[config.mk]
export PLATFORM = sky130hd
export DESIGN_NAME = cpu_controller_flat
export DESIGN_NICKNAME = d
export VERILOG_FILES = /design/src/rtl/cpu_controller_if.sv /design/src/rtl/cpu_controller.sv /design/src/flat_wrapper.sv
export SDC_FILE = /design/constraint.sdc
export NUM_CORES = 1
export LEC_CHECK = 0
export ABC_AREA = 1
export ABC_CLOCK_PERIOD_IN_PS = 1600
export CORE_UTILIZATION = 39
export DETAILED_ROUTE_END_ITERATION = 7
export MAX_ROUTING_LAYER = met4
export PLACE_DENSITY = 0.81
export SLEW_MARGIN = 20
export SYNTH_ARGS = -nofsm -noshare
export SYNTH_HDL_FRONTEND = slang
export SYNTH_SLANG_ARGS = --single-unit
export TNS_END_PERCENT = 10
[constraint.sdc]
create_clock -name clk -period 1.6 [get_ports clk]
set_clock_uncertainty 0.05 [all_clocks]
set_input_delay 0.32 -clock clk [delete_from_list [all_inputs] [get_ports clk]]
set_output_delay 0.32 -clock clk [all_outputs]
set_load 0.1 [all_outputs]
[src/rtl/cpu_controller_if.sv]
// Bus between the sequencer and its neighbours: fetch unit strobes,
// register-file read/write controls, ALU selects and status.
interface cpu_controller_if #(
    parameter int PC_W  = 5,
    parameter int CNT_W = 16
);
    // Strobe semantics: the fetch unit advances its PC on every cycle with
    // control=1 and redirects to jump_addr when pc_jump=1 in that same cycle.
    // The fetched word is valid on instruction during the following cycle.
    // Register-file read data is combinational from rf_ra1/rf_ra2.
    // rf_we is a single-cycle write qualifier for rf_wa.
    logic             run;
    logic [31:0]      instruction;
    logic [31:0]      rf_rd1;
    logic [31:0]      rf_rd2;
    logic             control;
    logic             pc_jump;
    logic [PC_W-1:0]  jump_addr;
    logic [4:0]       rf_ra1;
    logic [4:0]       rf_ra2;
    logic             rf_we;
    logic [4:0]       rf_wa;
    logic [1:0]       alu_op;
    logic             alu_src_imm;
    logic [15:0]      imm;
    logic             busy;
    logic             halted;
    logic             illegal;
    logic [CNT_W-1:0] retired;

    modport master (
        input  run, instruction, rf_rd1, rf_rd2,
        output control, pc_jump, jump_addr, rf_ra1, rf_ra2, rf_we, rf_wa,
               alu_op, alu_src_imm, imm, busy, halted, illegal, retired
    );

    modport slave (
        output run, instruction, rf_rd1, rf_rd2,
        input  control, pc_jump, jump_addr, rf_ra1, rf_ra2, rf_we, rf_wa,
               alu_op, alu_src_imm, imm, busy, halted, illegal, retired
    );
endinterface

[src/rtl/cpu_controller.sv]
// Multi-cycle sequencer: fetch strobe, decode, register writeback control
// and J/BEQ redirect for the 32-bit, 5-bit-PC processor.
module cpu_controller #(
    parameter int PC_W  = 5,
    parameter int CNT_W = 16
) (
    input  logic       clk,
    input  logic       reset,
    cpu_controller_if.master bus,
    output logic [2:0] dbg_state
);
    typedef enum logic [2:0] {
        S_IDLE     = 3'd0,
        S_FETCH    = 3'd1,
        S_DECODE   = 3'd2,
        S_WB       = 3'd3,
        S_REDIRECT = 3'd4,
        S_HALT     = 3'd5
    } state_t;

    state_t           state;
    state_t           state_nx;
    state_t           boundary;
    logic [PC_W-1:0]  target_q;
    logic [4:0]       wa_q;
    logic [1:0]       alu_sel_q;
    logic             src_imm_q;
    logic [15:0]      imm_q;
    logic [CNT_W-1:0] retired_q;
    logic             retire;

    logic [2:0] op;
    logic       is_zero;
    logic       is_j;
    logic       is_beq;
    logic       is_alu;
    logic       is_illegal;
    logic       beq_taken;
    logic [4:0] dec_wa;
    logic [1:0] dec_alu_sel;
    logic       dec_src_imm;

    assign op = bus.instruction[31:29];

    always_comb begin
        is_zero     = (bus.instruction == 32'd0);
        is_j        = 1'b0;
        is_beq      = 1'b0;
        is_alu      = 1'b0;
        is_illegal  = 1'b0;
        dec_wa      = bus.instruction[23:19];
        dec_alu_sel = 2'b00;
        dec_src_imm = 1'b0;
        case (op)
            3'b000: is_j = 1'b1;
            3'b001: is_beq = 1'b1;
            3'b010: begin
                is_alu = 1'b1;
                dec_wa = bus.instruction[18:14];
            end
            3'b100: begin
                is_alu      = 1'b1;
                dec_wa      = bus.instruction[18:14];
                dec_alu_sel = 2'b10;
            end
            3'b110: begin
                is_alu      = 1'b1;
                dec_src_imm = 1'b1;
            end
            3'b111: begin
                is_alu      = 1'b1;
                dec_alu_sel = 2'b01;
                dec_src_imm = 1'b1;
            end
            default: is_illegal = 1'b1;
        endcase
        beq_taken = is_beq && (bus.rf_rd1 == bus.rf_rd2);
    end

    assign boundary = bus.run ? S_FETCH : S_IDLE;

    always_comb begin
        state_nx        = state;
        retire          = 1'b0;
        bus.control     = 1'b0;
        bus.pc_jump     = 1'b0;
        bus.jump_addr   = '0;
        bus.rf_ra1      = 5'd0;
        bus.rf_ra2      = 5'd0;
        bus.rf_we       = 1'b0;
        bus.rf_wa       = 5'd0;
        bus.alu_op      = 2'b00;
        bus.alu_src_imm = 1'b0;
        bus.imm         = 16'd0;
        bus.busy        = 1'b0;
        bus.halted      = 1'b0;
        bus.illegal     = 1'b0;
        case (state)
            S_IDLE: begin
                if (bus.run) state_nx = S_FETCH;
            end
            S_FETCH: begin
                bus.busy    = 1'b1;
                bus.control = 1'b1;
                state_nx    = S_DECODE;
            end
            S_DECODE: begin
                bus.busy   = 1'b1;
                bus.rf_ra1 = bus.instruction[28:24];
                bus.rf_ra2 = bus.instruction[23:19];
                if (is_zero) begin
                    state_nx = S_HALT;
                end else if (is_alu) begin
                    state_nx = S_WB;
                end else if (is_j || beq_taken) begin
                    state_nx = S_REDIRECT;
                end else begin
                    // Not-taken BEQ retires here; illegal words only flag.
                    bus.illegal = is_illegal;
                    retire      = is_beq;
                    state_nx    = boundary;
                end
            end
            S_WB: begin
                bus.busy        = 1'b1;
                bus.rf_wa       = wa_q;
                bus.rf_we       = (wa_q != 5'd0);
                bus.alu_op      = alu_sel_q;
                bus.alu_src_imm = src_imm_q;
                bus.imm         = imm_q;
                retire          = 1'b1;
                state_nx        = boundary;
            end
            S_REDIRECT: begin
                bus.busy      = 1'b1;
                bus.control   = 1'b1;
                bus.pc_jump   = 1'b1;
                bus.jump_addr = target_q;
                retire        = 1'b1;
                state_nx      = boundary;
            end
            S_HALT: begin
                bus.halted = 1'b1;
            end
            default: state_nx = S_IDLE;
        endcase
    end

    always_ff @(posedge clk) begin
        if (reset) begin
            state     <= S_IDLE;
            target_q  <= '0;
            wa_q      <= 5'd0;
            alu_sel_q <= 2'b00;
            src_imm_q <= 1'b0;
            imm_q     <= 16'd0;
            retired_q <= '0;
        end else begin
            state <= state_nx;
            if (retire) retired_q <= retired_q + 1'b1;
            // Latch everything WB/REDIRECT need so the fetch bus may change.
            if (state == S_DECODE) begin
                target_q  <= bus.instruction[PC_W-1:0];
                wa_q      <= dec_wa;
                alu_sel_q <= dec_alu_sel;
                src_imm_q <= dec_src_imm;
                imm_q     <= bus.instruction[15:0];
            end
        end
    end

    assign bus.retired = retired_q;
    assign dbg_state   = state;
endmodule

[src/flat_wrapper.sv]
// flat-port wrapper written by rule: the top's interface ports become plain ports
module cpu_controller_flat 
#(
    parameter int PC_W  = 5,
    parameter int CNT_W = 16
)
  (clk, reset, dbg_state, bus_run, bus_instruction, bus_rf_rd1, bus_rf_rd2, bus_control, bus_pc_jump, bus_jump_addr, bus_rf_ra1, bus_rf_ra2, bus_rf_we, bus_rf_wa, bus_alu_op, bus_alu_src_imm, bus_imm, bus_busy, bus_halted, bus_illegal, bus_retired);
  cpu_controller_if #(.PC_W(PC_W), .CNT_W(CNT_W)) bus_i ();
  input  logic clk;
  input  logic reset;
  output logic [2:0] dbg_state;
  input wire logic [$bits(bus_i.run)-1:0] bus_run;
  input wire logic [$bits(bus_i.instruction)-1:0] bus_instruction;
  input wire logic [$bits(bus_i.rf_rd1)-1:0] bus_rf_rd1;
  input wire logic [$bits(bus_i.rf_rd2)-1:0] bus_rf_rd2;
  output wire logic [$bits(bus_i.control)-1:0] bus_control;
  output wire logic [$bits(bus_i.pc_jump)-1:0] bus_pc_jump;
  output wire logic [$bits(bus_i.jump_addr)-1:0] bus_jump_addr;
  output wire logic [$bits(bus_i.rf_ra1)-1:0] bus_rf_ra1;
  output wire logic [$bits(bus_i.rf_ra2)-1:0] bus_rf_ra2;
  output wire logic [$bits(bus_i.rf_we)-1:0] bus_rf_we;
  output wire logic [$bits(bus_i.rf_wa)-1:0] bus_rf_wa;
  output wire logic [$bits(bus_i.alu_op)-1:0] bus_alu_op;
  output wire logic [$bits(bus_i.alu_src_imm)-1:0] bus_alu_src_imm;
  output wire logic [$bits(bus_i.imm)-1:0] bus_imm;
  output wire logic [$bits(bus_i.busy)-1:0] bus_busy;
  output wire logic [$bits(bus_i.halted)-1:0] bus_halted;
  output wire logic [$bits(bus_i.illegal)-1:0] bus_illegal;
  output wire logic [$bits(bus_i.retired)-1:0] bus_retired;
  assign bus_i.run = bus_run;
  assign bus_i.instruction = bus_instruction;
  assign bus_i.rf_rd1 = bus_rf_rd1;
  assign bus_i.rf_rd2 = bus_rf_rd2;
  assign bus_control = bus_i.control;
  assign bus_pc_jump = bus_i.pc_jump;
  assign bus_jump_addr = bus_i.jump_addr;
  assign bus_rf_ra1 = bus_i.rf_ra1;
  assign bus_rf_ra2 = bus_i.rf_ra2;
  assign bus_rf_we = bus_i.rf_we;
  assign bus_rf_wa = bus_i.rf_wa;
  assign bus_alu_op = bus_i.alu_op;
  assign bus_alu_src_imm = bus_i.alu_src_imm;
  assign bus_imm = bus_i.imm;
  assign bus_busy = bus_i.busy;
  assign bus_halted = bus_i.halted;
  assign bus_illegal = bus_i.illegal;
  assign bus_retired = bus_i.retired;
  cpu_controller #(.PC_W(PC_W), .CNT_W(CNT_W)) u_core (.clk(clk), .reset(reset), .bus(bus_i), .dbg_state(dbg_state));
endmodule
==> flow_summary.toml, run 1 <==
[status]
status = "finished with violations"
violations = "negative setup slack"

[global_route]
grt-ovfl-total = 0
use_met1 = 0.305
grtUsageMet2 = 0.589
grt_busiest_layer = "met2"
antenna_found_initial = 0
grt_use_met3 = 0.0588
grt_usage = 0.312
grt_max_degree = 31
grt_pass1_wl_um = 18300
grt_pass1_vias = 4112

[detailed_routing]
vias = 3929
viasPerCell = 5.04
drc = 0
drt_iter0_drc = 198
antenna_left = 0
routed_wl_um = 11400
wire_per_inst_um = 14.7
first_pass_iters = 5

[synth]
yosysWarnings = 0
syn_inst = 468
synth_fp_nets = 568
synth_area_per_cell_sq_um = 6.23
yosysSeqAreaShare = 0.295
ys_ff_latch = 43
syn_area_sq_mm = 0.00292
yosysUniqueCellTypes = 29

[clock_network]
cts-root-buf = "clkbuf_8"
clock_path_buffers = 2
insertion_delay_ns = 0.31
cts_max_level = 2
cts.clk_slew.worst_paths_ns = 0.09
cts_tree = "done"
cts_buffers = 5
cts.sinks = 43

[floorplan]
io_pins = 163
core_sq_mm = 0.00725
start_util = 0.402
dieArea_sq_mm = 0.00783
dieHeight_um = 88.5
die_width_um = 88.5
rows = 31

[sta]
finalCritPeriodShare = 1.20
period_minus_slack_ns = 1.92
relSlewSlack = 0.752
setup_slack_ns = -0.324
fin_tns_setup_ns = -14.38
tightest_slew_ns = 0.371
max_freq_mhz = 520
slew_violations = 0
setup_viol = 62
rsz0062_at_grt = "yes"
hold_violations = 0

[place]
port_buffers = 162
gp_congestion = 0.925
dp_hpwl_um = 9050
placed_cell_area_sq_mm = 0.00599
pre_cts_slack_ns = -0.551

[worst_setup_path]
cp-start-kind = "flop"
r2r_slack_ns = -0.10
critical_path_required_ns = 1.23
critPathMaxFanout = 4
crit_path_end = "bus_alu_op[0]"
worstSetupStartpoint = "u_core.dbg_state[2]"
r2r-start = "u_core.dbg_state[2]"
cp_slowest_cell = "dfxtp_4"
cp_num_cells = 7
max_stage_delay_ns = 0.36
r2r-end = "u_core.bus.retired[7]"
critPathCaptureType = "primary output"
path_cells = "inv_4 > nand2_4 > nor2_4 > clkinvlp_4 > buf_6 > nor2_4 > buf_12"
timing.critical_path.buf_inv = 4
path_delay_family = "buffers and inverters"
arrival_ns = 1.55
path_common_cell = "nor2_4"
path_class = "reg -> out"
worst_r2r_path_depth = 10

[cells_and_area]
fin_nets = 779
drive_gt1_frac = 0.294
final_area_sq_mm = 0.00618
mostFrequentLayoutCell = "nand2_1"
n_antenna_cell = 0
n_fill_cell = 391
final_cell_mix = "nand2_1 (98), clkdlybuf4s50_1 (87), inv_1 (76), buf_12 (67), buf_4 (50)"
area_growth_pct = 112

[hold_path]
whs_path_depth = 2
hp-class = "reg -> reg"

[pwr]
power.ir.vdd_worst_mv = 0.399
leakage_nw = 2.49
p_per_area_mw_per_mm2 = 582

[job]
drv_cap = 0
==> power by group <==
group          leakage, nW  internal (W)  switching (W)
sequential           0.351       0.00115      0.0000404
combinational         2.08      0.000650       0.000880
clock               0.0581      0.000465       0.000409
==> cells in the mapped netlist (all sizes together) <==
cell | count | area share
nand3 | 27 | 0.046
buf | 5 | 0.013
nor3b | 1 | 0.0043
xnor2 | 25 | 0.075
a22oi | 1 | 0.0026
nand2 | 102 | 0.14
clkbuf | 10 | 0.013
xor2 | 10 | 0.030
o21ai | 21 | 0.036
dfxtp | 43 | 0.30
ha | 1 | 0.0043
inv | 83 | 0.11
nor4 | 8 | 0.017
a211oi | 1 | 0.0026
o211ai | 10 | 0.026
nor2 | 72 | 0.099
nand4 | 5 | 0.016
nor3 | 8 | 0.015
a21oi | 35 | 0.061
==> worst min-delay path by stage <==
stage,from,to
final,u_core.alu_sel_q[0],u_core.alu_sel_q[0]
after global routing,u_core.alu_sel_q[0],u_core.alu_sel_q[0]
after CTS,u_core.src_imm_q,u_core.src_imm_q
after detailed placement,u_core.src_imm_q,u_core.src_imm_q
after global placement,u_core.src_imm_q,u_core.src_imm_q
after floorplan,u_core.src_imm_q,u_core.src_imm_q
==> layer usage <==
metal / vias up / wire length (um)
met1: 1801 / 4050
met5: - / 0
li1: 1882 / -
met4: 0 / 420
met3: 42 / 714
met2: 204 / 6240
==> final cells by class <==
cell class,instances,area [sq um],share of cell area
timing repair buffer,218,2730,0.441
multi-input combinational,327,2010,0.326
sequential,43,872,0.141
inverter,83,322,0.0521
tap,99,124,0.0201
clock buffer,5,68.8,0.0111
clock inverter,3,43.8,0.00709
timing repair inverter,1,7.51,0.00122
==> through the flow <==
step                total power [W]  instances   util  hold slack, ns
global placement            0.00266        767  0.825           0.402
floorplan                   0.00202        468      -           0.389
global route                0.00374        779  0.852           0.460
CTS                         0.00358        779  0.849           0.425
detailed placement          0.00271        767  0.825           0.413
finish                      0.00359        779  0.852           0.425
==> timing repair <==
action                                  CTS  global route
endpoints found under the hold margin     0             0
endpoints found under the setup margin   64            62
buffers inserted                          3             0
pin swaps                                11            11
gates resized for setup                  20             9
hold buffers                              0             0
gates cloned                              1             0
==> cell families after synthesis <==
| group | Yosys count | synth area share |
|---|---|---|
| AOI/OAI and AO/OA | 68 | 0.128 |
| DFF | 43 | 0.295 |
| and+or+nand+nor | 223 | 0.333 |
| xor gates and xnor gates | 35 | 0.105 |
| adders and majority gates | 1 | 0.00429 |
| buffers and inverters | 98 | 0.133 |
==> registers in the layout (all words and copies together), names as in the netlist <==
signal / count
u_core.alu_sel_q: 2
u_core.bus.retired: 16
u_core.dbg_state: 3
u_core.imm_q: 16
u_core.src_imm_q: 1
u_core.wa_q: 5
==> tightest hold or removal path, delay by kind of cell (launching register included) <==
family           cells  cell delay (ns)
AND/OR/NAND/NOR      1             0.06
AO/OA/AOI/OAI        1             0.06
flip-flops           1             0.32
Power figures use the tool's default switching activity.
==> run 2: changes to the inputs <==
--- a/config.mk
+++ b/config.mk
@@ -7,6 +7,7 @@
 export LEC_CHECK = 0
 export ABC_AREA = 1
 export ABC_CLOCK_PERIOD_IN_PS = 1600
+export CORE_MARGIN = 1.5
 export CORE_UTILIZATION = 39
 export DETAILED_ROUTE_END_ITERATION = 7
 export MAX_ROUTING_LAYER = met4
==> run 2 against run 1 <==
  * The run still ends with negative setup slack left
  * Clock-buffer cell count stayed put
  * Final cell count grew 0.77%
  * Register-to-register slack about the same
  * Clock power is 2% higher
  * Die area rose by 2.3%
  * First-iteration DRC count increased by 65%
  * Power grew 3.0%
  * Global-route usage rose by 5.8 points
  * Non-clock buffer count up 7
  * Critical path depth stayed put
  * Critical path type unchanged
  * Largest power group unchanged
  * Highest routed layer unchanged
==> flow_summary.toml, run 2 (same netlist as run 1, synthesis figures left out) <==
[status]
status = "finished with violations"
violations = "negative setup slack"

[pwr]
power.ir.vdd_worst_mv = 0.415
leakage_nw = 2.62
power.total_w = 0.00370
p_per_area_mw_per_mm2 = 586

[worst_setup_path]
critPathCaptureType = "primary output"
worstSetupStartpoint = "u_core.dbg_state[2]"
arrival_ns = 1.50
path_class = "reg -> out"
r2r-start = "u_core.dbg_state[0]"
cp-start-kind = "flop"
critPathMaxFanout = 9
critical_path_required_ns = 1.23

[sta]
finalCritPeriodShare = 1.17
tightest_slew_ns = 0.457
hold_violations = 0
setup_viol = 62
setup_slack_ns = -0.275
max_freq_mhz = 533
rsz0062_at_grt = "yes"
period_minus_slack_ns = 1.87
relSlewSlack = 0.693
slew_violations = 0

[clock_network]
cts_max_level = 2
cts_tree = "done"
clock_path_buffers = 2
cts.sinks = 43
insertion_delay_ns = 0.31
cts-root-buf = "clkbuf_8"
cts_hold_buf = 0
cts_buffers = 5
cts.clk_slew.worst_paths_ns = 0.09

[detailed_routing]
drt_iter0_drc = 326
routed_wl_um = 14800
antenna_left = 0
first_pass_iters = 5
vias = 4304
viasPerCell = 5.48
wire_per_inst_um = 18.9
drc = 0

[global_route]
grt_usage = 0.370
grt_max_degree = 31
grt_pass1_wl_um = 21700
antenna_found_initial = 0
grt_pass1_vias = 4493
grt-ovfl-total = 0

[floorplan]
dieArea_sq_mm = 0.00800
io_pins = 163
start_util = 0.402
dieHeight_um = 89.5
die_width_um = 89.5
rows = 31
core_sq_mm = 0.00725

[place]
placed_cell_area_sq_mm = 0.00596
port_buffers = 162
gp_congestion = 0.908
placedCellCount = 764
dp_hpwl_um = 9580

[cells_and_area]
post-route-util = 0.870
fin_cells = 785
final_area_sq_mm = 0.00631
drive_gt1_frac = 0.321
fin_nets = 785
mostFrequentLayoutCell = "nand2_1"
final_cell_mix = "nand2_1 (97), inv_1 (76), buf_12 (68), dlygate4sd2_1 (67), buf_4 (51)"
n_antenna_cell = 0
area_growth_pct = 117

[job]
drv_cap = 0

[hold_path]
hp-start = "u_core.src_imm_q"
hp-class = "reg -> reg"
## run 2: repair_timing
item | CTS | global route
gates resized for setup | 102 | 18
buffers inserted | 6 | 5
cloned | 1 | 1
setup endpoints to repair | 66 | 63
pin swaps | 53 | 9
## run 2: worst max-delay path, stage by stage (launching register included)
cell and delay (ns):
dfxtp_4 0.36, inv_4 0.06, nand2_4 0.07, nor2_4 0.12, inv_4 0.08, buf_12 0.17, nor2_4 0.13, buf_12 0.19
## run 2: final timing paths
check | to | cells after the start | slack, ns
worst min-delay path | u_core.src_imm_q | 2 | 0.48
worst max-delay path | bus_alu_src_imm | 7 | -0.27
worst min register to register | u_core.src_imm_q | 2 | 0.48
worst max register to register | u_core.bus.retired[0] | 9 | -0.10
## run 2: stage by stage
stage          hold WS (ns)  setup TNS [ns]  setup WS, ns
2_1_floorplan         0.389          -34.84        -0.750
5_1_grt               0.485          -14.82        -0.370
6_report              0.483          -11.84        -0.275
3_3_place_gp          0.402           -9.29        -0.450
3_5_place_dp          0.413          -11.72        -0.561
4_1_cts               0.433          -10.32        -0.270
## run 2: per-layer routing
layer,up-vias,global-route usage,share of wire
li1,1897,-,-
met1,1976,0.341,0.32
met2,328,0.686,0.53
met3,103,0.0813,0.082
met4,0,0.234,0.067
met5,-,-,0
## run 2: power by group
part	total, W	leakage (nW)	switching, W	internal (W)
sequential	0.00119	0.351	0.0000459	0.00115
combinational	0.00162	2.21	0.000970	0.000649
clock	0.000889	0.0581	0.000423	0.000466
## run 2: cell type report
class	instances	area, sq um
clock buffer	5	68.8
clock inverter	3	43.8
fill	377	940
inverter	83	329
multi-input combinational	327	2110
sequential	43	872
tap	99	124
timing repair buffer	225	2770
==> run 3: changes to the inputs <==
--- a/config.mk
+++ b/config.mk
@@ -8,10 +8,10 @@
 export ABC_AREA = 1
 export ABC_CLOCK_PERIOD_IN_PS = 1600
 export CORE_MARGIN = 1.5
-export CORE_UTILIZATION = 39
+export CORE_UTILIZATION = 28
 export DETAILED_ROUTE_END_ITERATION = 7
 export MAX_ROUTING_LAYER = met4
-export PLACE_DENSITY = 0.81
+export PLACE_DENSITY = 0.62
 export SLEW_MARGIN = 20
 export SYNTH_ARGS = -nofsm -noshare
 export SYNTH_HDL_FRONTEND = slang
==> run 3 against run 2 <==
  * First-iteration DRC count decreased by 59%
  * Largest cell class unchanged
  * Critical endpoint is now bus_rf_ra1[4]
  * The flow still finishes with violations (negative setup slack)
  * Via count decreased by 14%
  * Sequential share of layout area decreased by 0.55 points
  * Routed wire length decreased by 26%
  * Critical path type unchanged
  * Clock power decreased by 18%
  * Clock-buffer cell count unchanged
  * Global-route usage decreased by 18 points
  * Maximum frequency increased by 1.9%
  * Sequential power about the same
  * Non-clock buffer count decreased by 7
  * Critical path depth decreased by 1
==> flow_summary.toml, run 3 (same netlist as run 1, synthesis figures left out) <==
[detailed_routing]
viasPerCell = 4.53
first_pass_iters = 4
routed_wl_um = 11000
vias = 3703
drc = 0
drt_iter0_drc = 135
wire_per_inst_um = 13.4
antenna_left = 0

[floorplan]
die_width_um = 105
rows = 37
dieArea_sq_mm = 0.0110
io_pins = 163
start_util = 0.285
dieHeight_um = 105
core_sq_mm = 0.0102

[sta]
finalCritPeriodShare = 1.15
tightest_slew_ns = 0.283
setup_slack_ns = -0.240
rsz0062_at_grt = "yes"
period_minus_slack_ns = 1.84
max_freq_mhz = 543
hold_violations = 0
relSlewSlack = 0.809
setup_viol = 45
slew_violations = 0

[worst_setup_path]
r2r-start = "u_core.dbg_state[2]"
arrival_ns = 1.47
critPathCaptureType = "primary output"
r2r_slack_ns = 0.02
worst_r2r_path_depth = 10
r2r-end = "u_core.bus.retired[6]"
path_class = "reg -> out"
cp-start-kind = "flop"
critPathMaxFanout = 19
critical_path_required_ns = 1.23

[pwr]
swShare = 0.388
switching_power_w = 0.00135
p_int_w = 0.00212
combinationalPowerShare = 0.448
seq_power_share = 0.342
power.ir.vdd_worst_mv = 0.328
clock_power_share = 0.210
p_per_area_mw_per_mm2 = 527
leakage_nw = 3.14

[clock_network]
cts-root-buf = "clkbuf_8"
cts_max_level = 2
cts_buffers = 5
insertion_delay_ns = 0.30
cts.sinks = 43
cts.clk_slew.worst_paths_ns = 0.09
cts_hold_buf = 0
clock_path_buffers = 2
cts_tree = "done"

[global_route]
grt_pass1_wl_um = 16900
grt_pass1_vias = 3661
grt-ovfl-total = 0
antenna_found_initial = 0
grt_max_degree = 26
grt_usage = 0.193

[hold_path]
hp-start = "bus_instruction[6]"
whs_endpoint = "u_core.imm_q[6]"
hp-class = "in -> reg"
whs_path_depth = 3

[place]
pre_cts_slack_ns = -0.582
port_buffers = 162
placedCellCount = 804
dp_hpwl_um = 8370
gp_congestion = 0.940
placed_cell_area_sq_mm = 0.00606

[cells_and_area]
final_area_sq_mm = 0.00658
fin_cells = 817
area_growth_pct = 126
final_cell_mix = "nand2_1 (93), inv_1 (75), buf_12 (70), dlymetal6s2s_1 (69), buf_4 (47)"
n_antenna_cell = 0
mostFrequentLayoutCell = "nand2_1"
post-route-util = 0.643
fin_nets = 780
drive_gt1_frac = 0.326

[status]
status = "finished with violations"
violations = "negative setup slack"

[job]
drv_cap = 0
[run 3: cell count changes in the layout (fill, tap and decap cells not counted), sizes merged, moves of 2 or more]
cell           delta
inv               +2
buf               -7
dlygate4sd2      -64
clkinv            -2
clkdlybuf4s50     -8
nand2             +2
clkbuf            +2
dlymetal6s2s     +69
[run 3: layout make-up]
cell class,count,area [sq um]
clock buffer,5,68.8
fill,857,3660
inverter,83,329
clock inverter,3,22.5
tap,136,170
multi-input combinational,329,2170
sequential,43,872
timing repair buffer,218,2950
[run 3: through the flow]
stage | power (W) | TNS (ns) | hold slack [ns]
after global routing | 0.00366 | -12.81 | 0.340
after global placement | 0.00268 | -10.39 | 0.402
after CTS | 0.00345 | -10.70 | 0.433
after detailed placement | 0.00271 | -11.27 | 0.418
after floorplan | 0.00202 | -34.84 | 0.389
final | 0.00346 | -8.84 | 0.331
[run 3: repair_timing]
action,in CTS,in global routing
resized for setup,17,113
gates cloned,0,3
endpoints found under the setup margin,63,63
setup buffers,0,3
pin swaps,19,60
[run 3: power groups by stage]
stage	sequential (W)	combinational, W	clock, W
final	0.00118	0.00155	0.000726
after global routing	0.00119	0.00166	0.000805
after CTS	0.00119	0.00151	0.000752
after detailed placement	0.00121	0.00150	0
after global placement	0.00121	0.00148	0
after floorplan	0.00129	0.000732	0
[run 3: worst max-delay path, stage by stage (launching register included)]
cell,delay (ns)
dfxtp_4,0.37
buf_4,0.14
nor2_4,0.14
inv_4,0.07
buf_12,0.16
nor2_4,0.11
buf_12,0.18
[run 3: how the worst max path moves through the flow]
stage,to,startpoint,cells after the start
detailed placement,u_core.bus.retired[0],bus_rf_rd1[4],12
floorplan,bus_illegal,u_core.dbg_state[1],6
global route,bus_alu_op[0],u_core.dbg_state[2],7
finish,bus_rf_ra1[4],u_core.dbg_state[0],6
global placement,u_core.bus.retired[0],bus_rf_rd2[31],11
CTS,bus_alu_op[0],u_core.dbg_state[2],7
[run 3: routing by layer]
layer  vias to the layer above  wire length [um]  GRT usage
met5                         -                 0          -
met4                         0                97     0.0460
li1                       1888                 -          -
met1                      1664              4420      0.223
met3                         8               757     0.0387
met2                       143              5710      0.341
